==> src/rtl/hazard_ctrl_pkg.sv <==
// Shared core definitions for the hazard controller: result-source and
// forward-select encodings plus the per-stage register tag.
package hazard_ctrl_pkg;

    localparam int REG_W = 5;

    localparam logic [1:0] RES_ALU  = 2'b00;
    localparam logic [1:0] RES_LOAD = 2'b01;
    localparam logic [1:0] RES_PC4  = 2'b10;

    localparam logic [1:0] FWD_RF = 2'b00;
    localparam logic [1:0] FWD_W  = 2'b01;
    localparam logic [1:0] FWD_M  = 2'b10;

    typedef struct packed {
        logic [REG_W-1:0] rs1;
        logic [REG_W-1:0] rs2;
        logic [REG_W-1:0] rd;
        logic             reg_write;
        logic [1:0]       res_src;
    } stage_tag_t;

    localparam stage_tag_t BUBBLE = '0;

endpackage

==> src/rtl/hazard_ctrl_fwd_sel.sv <==
// One execute-stage forward select from the M and W shadow tags.
// M has priority over W, and x0 never forwards.
module hazard_ctrl_fwd_sel
    import hazard_ctrl_pkg::*;
(
    input  logic [REG_W-1:0] rs_e_i,
    input  stage_tag_t       m_tag_i,
    input  stage_tag_t       w_tag_i,
    output logic [1:0]       sel_o
);

    always_comb begin
        sel_o = FWD_RF;
        if (m_tag_i.reg_write && (m_tag_i.rd != '0) && (m_tag_i.rd == rs_e_i)) begin
            sel_o = FWD_M;
        end else if (w_tag_i.reg_write && (w_tag_i.rd != '0) && (w_tag_i.rd == rs_e_i)) begin
            sel_o = FWD_W;
        end
    end

endmodule

==> src/rtl/hazard_ctrl.sv <==
// Hazard controller for the five-stage RV32 core: E/M/W tag shadow, forwarding,
// load-use stall and branch flush. Define HAZARD_MULDIV_EN for multi-cycle mul/div stalls.
module hazard_ctrl
    import hazard_ctrl_pkg::*;
#(
    parameter int         REG_ADDR_WIDTH = REG_W,
    parameter logic [1:0] LOAD_RES_SRC   = RES_LOAD,
    parameter int         MULDIV_LATENCY = 4
) (
    input  logic                      clk,
    input  logic                      rst,
    input  logic [REG_ADDR_WIDTH-1:0] rs1_d,
    input  logic [REG_ADDR_WIDTH-1:0] rs2_d,
    input  logic [REG_ADDR_WIDTH-1:0] rd_d,
    input  logic                      reg_write_d,
    input  logic [1:0]                res_src_d,
    input  logic                      pc_src_e,
    input  logic                      muldiv_d,
    output logic [1:0]                forward_a_e,
    output logic [1:0]                forward_b_e,
    output logic                      stall_f,
    output logic                      stall_d,
    output logic                      flush_d,
    output logic                      flush_e,
    output logic                      stall_e
);

    stage_tag_t e_tag_q, m_tag_q, w_tag_q;
    stage_tag_t e_tag_d, m_tag_d, w_tag_d;
    stage_tag_t dec_tag;
    logic       load_use;
    logic       md_busy;

    always_comb begin
        dec_tag           = BUBBLE;
        dec_tag.rs1       = rs1_d;
        dec_tag.rs2       = rs2_d;
        dec_tag.rd        = rd_d;
        dec_tag.reg_write = reg_write_d;
        dec_tag.res_src   = res_src_d;
    end

    assign load_use = (e_tag_q.res_src == LOAD_RES_SRC) && (e_tag_q.rd != '0) &&
                      ((e_tag_q.rd == rs1_d) || (e_tag_q.rd == rs2_d));

`ifdef HAZARD_MULDIV_EN
    localparam int CNT_W = $clog2(MULDIV_LATENCY) + 1;

    logic [CNT_W-1:0] md_cnt_q, md_cnt_d;

    assign md_busy = (md_cnt_q != '0);

    // The counter is armed on the edge the mul/div is accepted into E.
    always_comb begin
        md_cnt_d = md_cnt_q;
        if (md_busy) begin
            md_cnt_d = md_cnt_q - CNT_W'(1);
        end else if (muldiv_d && !flush_e) begin
            md_cnt_d = CNT_W'(MULDIV_LATENCY - 1);
        end
    end

    always_ff @(posedge clk) begin
        if (rst) begin
            md_cnt_q <= '0;
        end else begin
            md_cnt_q <= md_cnt_d;
        end
    end
`else
    logic unused_muldiv;

    assign md_busy       = 1'b0;
    assign unused_muldiv = muldiv_d & (MULDIV_LATENCY > 0);
`endif

    // A taken branch overrides every stall; a busy mul/div holds E so it cannot also flush.
    always_comb begin
        stall_f = 1'b0;
        stall_d = 1'b0;
        stall_e = 1'b0;
        flush_d = 1'b0;
        flush_e = 1'b0;
        if (pc_src_e) begin
            flush_d = 1'b1;
            flush_e = 1'b1;
        end else if (md_busy) begin
            stall_f = 1'b1;
            stall_d = 1'b1;
            stall_e = 1'b1;
        end else if (load_use) begin
            stall_f = 1'b1;
            stall_d = 1'b1;
            flush_e = 1'b1;
        end
    end

    always_comb begin
        w_tag_d = m_tag_q;
        if (md_busy) begin
            e_tag_d = e_tag_q;
            m_tag_d = BUBBLE;
        end else begin
            e_tag_d = flush_e ? BUBBLE : dec_tag;
            m_tag_d = e_tag_q;
        end
    end

    always_ff @(posedge clk) begin
        if (rst) begin
            e_tag_q <= BUBBLE;
            m_tag_q <= BUBBLE;
            w_tag_q <= BUBBLE;
        end else begin
            e_tag_q <= e_tag_d;
            m_tag_q <= m_tag_d;
            w_tag_q <= w_tag_d;
        end
    end

    hazard_ctrl_fwd_sel u_fwd_sel_a (
        .rs_e_i  (e_tag_q.rs1),
        .m_tag_i (m_tag_q),
        .w_tag_i (w_tag_q),
        .sel_o   (forward_a_e)
    );

    hazard_ctrl_fwd_sel u_fwd_sel_b (
        .rs_e_i  (e_tag_q.rs2),
        .m_tag_i (m_tag_q),
        .w_tag_i (w_tag_q),
        .sel_o   (forward_b_e)
    );

endmodule

==> config.mk <==
export PLATFORM = sky130hd
export DESIGN_NAME = hazard_ctrl
export DESIGN_NICKNAME = d
export VERILOG_FILES = /design/src/rtl/hazard_ctrl_pkg.sv /design/src/rtl/hazard_ctrl_fwd_sel.sv /design/src/rtl/hazard_ctrl.sv
export SDC_FILE = /design/constraint.sdc
export NUM_CORES = 1
export LEC_CHECK = 0
export CAP_MARGIN = 20
export CORE_MARGIN = 2
export CORE_UTILIZATION = 50
export DETAILED_ROUTE_END_ITERATION = 7
export GPL_TIMING_DRIVEN = 0
export PLACE_DENSITY = 0.88
export REMOVE_ABC_BUFFERS = 1
export SLEW_MARGIN = 20
export SYNTH_ARGS = -nofsm -noshare
export SYNTH_HDL_FRONTEND = slang
export SYNTH_SLANG_ARGS = --single-unit
==> constraint.sdc <==
create_clock -name clk -period 5.1 [get_ports clk]
set_input_delay 1.275 -clock clk [delete_from_list [all_inputs] [get_ports clk]]
set_output_delay 1.275 -clock clk [all_outputs]
set_load 0.05 [all_outputs]
==> results.rst <==
.. list-table::
   :header-rows: 1

   * - Metric
     - Value
   * - Run status
     - finished clean
   * - Final non-filler cell area
     - 1678 um^2
   * - Hold depth
     - 1
   * - Combinational share of power
     - 0.126
   * - Most heavily used metal layer in global routing
     - met2
   * - Antenna Nets Post-Route
     - 0
   * - Ys Warns
     - 0
   * - Overall global routing resource usage
     - 0.1798
   * - Max_slew headroom
     - 0.4996
   * - Maximum frequency from static timing analysis
     - 204.4 MHz
   * - Net load switching power
     - 0.1145 mW
   * - Wire length after detailed routing
     - 2588 um
   * - GR Layer Usage met2
     - 0.3129
   * - Number of buffers between clock root and the deepest sink
     - 2
   * - First-iteration detailed-routing DRC count
     - 21
   * - Sum of overflow across all layers after global routing
     - 0
   * - Final cell count without fillers
     - 190
   * - Wire length per cell
     - 13.62 um
   * - Cell-internal power
     - 0.3684 mW
   * - Antenna diode count
     - 0
   * - Total negative setup slack
     - 0 ns
   * - Clock-pin slew on the worst setup and hold paths
     - 0.09 ns
   * - Path depth of the worst reg2reg path
     - 3
   * - Average cell area after synthesis
     - 10.09 um^2
   * - Startpoint of the lowest-slack hold path
     - e_tag_q[2]
   * - Width of the die
     - 55.60 um
   * - Unrepaired setup endpoints after global routing
     - no
   * - CP Data Arrival Time
     - 3.62 ns
   * - Minimum period implied by the final worst setup slack
     - 4.893 ns
   * - Critical path endpoint category
     - output pin
   * - Met3 Use GR
     - 0.06512
   * - Worst Setup Start Kind
     - primary input
   * - Sinks on Clock Net
     - 30
   * - Worst-case hold slack
     - 0.4493 ns
   * - Final Setup Violations
     - 0
   * - Share of the clock period used by the worst path after layout
     - 0.9593
   * - Floorplan Core Area
     - 2500 um^2
   * - Gate count after technology mapping
     - 132
   * - Sequential area share after synthesis
     - 0.4511
   * - Yosys top cell by area
     - dfxtp_1
   * - Wire length of the first global-routing pass
     - 4326 um
   * - Clk_skew
     - 0.005138 ns
   * - IO Pins
     - 31
   * - Max-slew violations
     - 0
   * - Worst-case vdd ir drop
     - 0.2094 mV
   * - DP HPWL
     - 2008 um
   * - Dominant cells by area after synthesis
     - dfxtp_1 (45%), xnor2_1 (11%), xor2_1 (9.2%), o211a_1 (7.5%), nor2b_1 (6.1%)
   * - Top fanout value on the critical path
     - 9
   * - Number of buffers inserted by hold repair at cts
     - 0
   * - Syn Std Cell Area
     - 1331 um^2
   * - Count of unique library cells instantiated by Yosys
     - 23
   * - Worst Setup Path Type
     - primary input to output pin
   * - Leakage power total
     - 0.7503 nW
   * - Total placed instance area
     - 1597 um^2
   * - Hold violation count in the final report
     - 0
   * - Share of layout cells above drive strength 1
     - 0.07500
   * - Switching Fraction
     - 0.2371
   * - Standard-cell rows
     - 18
   * - DRC
     - 0
   * - Flip-flop and latch count after synthesis
     - 30
   * - Register-to-register setup slack
     - 3.28 ns
   * - Least setup slack across all paths after layout
     - 0.2074 ns
   * - Critical register-to-register path startpoint
     - e_tag_q[4]
   * - Number of H-tree branching levels
     - 2
   * - Vertical extent of the die
     - 55.60 um
   * - Largest net degree at the start of global routing
     - 19
   * - Placer Congestion
     - 0.8353
   * - Vias per inst
     - 5.463
   * - Number of I/O port buffers
     - 28
   * - CP required
     - 3.83 ns
   * - Net total in the final layout
     - 181
   * - Root buf cell
     - clkbuf_4
   * - Antenna violations before repair
     - 0
   * - Number of gates resized after CTS
     - 0
   * - Starting density of the core
     - 0.5325
   * - Post-CTS Setup Repair Bufs
     - 0
   * - Area growth from synthesis to layout
     - 26.03%
   * - Share of power burned in the clock network
     - 0.358
   * - CTS tree
     - done
   * - GR met1 Demand/Resource
     - 0.1838
   * - Worst min path class
     - flop to flop
   * - Sequential group share of total power
     - 0.517
   * - Post-Place Setup Slack
     - 0.2165 ns
   * - Latest clock arrival within the worst-skew pair
     - 0.32 ns
   * - Tightest Pin Transition
     - 0.7457 ns
   * - Max-cap viol count
     - 0
   * - Total iterations of the first detailed-routing run
     - 4
   * - Placed insts
     - 182
   * - Fraction of synthesized cell area taken by the top area cell type
     - 0.4511
   * - Vias in the first global route
     - 1,056
   * - Via total after detailed routing
     - 1,038
   * - Endpoint of the worst-slack reg-to-reg timing path
     - e_tag_q[16]
   * - Inserted Clock Buffers
     - 5
   * - Power density over the cells
     - 287.8 nW/um^2
   * - Capture endpoint of the worst hold path
     - m_tag_q[2]
   * - Die footprint
     - 3091 um^2
==> power groups by stage <==
| stage | Combinational [mW] | Sequential, mW | Clock (mW) |
|---|---|---|---|
| final | 0.0606 | 0.250 | 0.173 |
| after global routing | 0.0652 | 0.251 | 0.185 |
| after CTS | 0.0604 | 0.250 | 0.175 |
| after detailed placement | 0.0600 | 0.255 | 0 |
| after global placement | 0.0579 | 0.255 | 0 |
| after floorplan | 0.0325 | 0.253 | 0 |
==> critical path, cell delays in order <==
cell and delay, ns:
clkdlybuf4s50_1 0.52, xnor2_1 0.13, nand3_1 0.11, o22ai_1 0.57, a21o_1 0.19, clkdlybuf4s50_1 0.81
==> per-stage QoR <==
| stage | power [mW] | util |
|---|---|---|
| floorplan | 0.2856 | - |
| global placement | 0.3127 | 0.6386 |
| detailed placement | 0.3152 | 0.6386 |
| CTS | 0.4851 | 0.6702 |
| global route | 0.5008 | 0.6712 |
| finish | 0.4829 | 0.6712 |
==> cell families after synthesis <==
group,Yosys count,synth area share
and+or+nand+nor,38,0.1673
DFF,30,0.4511
other,1,0.002817
buffers and inverters,8,0.03947
AOI/OAI and AO/OA,25,0.1419
xor gates and xnor gates,30,0.1974
==> how the worst max path moves through the flow <==
stage               slack [ns]  cells after the start  startpoint      end
CTS                       0.21                      6    rs1_d[2]  flush_e
global placement          0.30                      6    rs1_d[2]  flush_e
detailed placement        0.22                      6    rs1_d[2]  flush_e
floorplan                -0.09                      4    rs1_d[4]  stall_d
finish                    0.21                      6    rs1_d[2]  flush_e
global route              0.09                      6    rs1_d[0]  flush_e
==> sequential cells by signal, summed over array words and instances, names as in the netlist <==
signal,flops
e_tag_q,18
w_tag_q,6
m_tag_q,6
==> cells in the mapped netlist <==
cell,count
buf_4,4
buf_6,1
clkbuf_1,3
conb_1,1
nor2b_1,13
nor2_1,1
o21ai_2,1
dfxtp_1,30
nor4_1,2
nor3_1,1
nand2_1,10
o21a_1,1
or4_1,5
o22ai_1,1
o21ai_1,2
xnor2_1,16
o211a_1,10
o22a_1,1
a21o_1,1
nand3_1,4
nor4_2,2
a21oi_1,8
xor2_1,14
==> cell usage in the layout, fill, tap and decap left out, types with 2 or more instances in the layout <==
cell              n
nor4_1            2
clkbuf_8          3
o21ai_1           2
dfxtp_1          30
nand2_1          10
clkbuf_4          5
nor4_2            2
or4_1             5
clkdlybuf4s50_1  28
nand3_1           4
xnor2_1          16
nor2b_1          13
xor2_1           14
a21oi_1           8
o211a_1          10
==> final cells by class <==
type	instances	area [um^2]
Fill cell	184	822.0
Multi-Input combinational cell	94	680.7
Sequential cell	30	600.6
Timing Repair Buffer	28	280.3
Clock buffer	8	78.83
Tap cell	30	37.54
==> layer usage <==
layer / routed length, um / vias up
met1: 1017 / 481
li1: - / 504
met5: 0 / -
met4: 84 / 0
met2: 1316 / 43
met3: 169 / 10
Power figures use the tool's default switching activity.
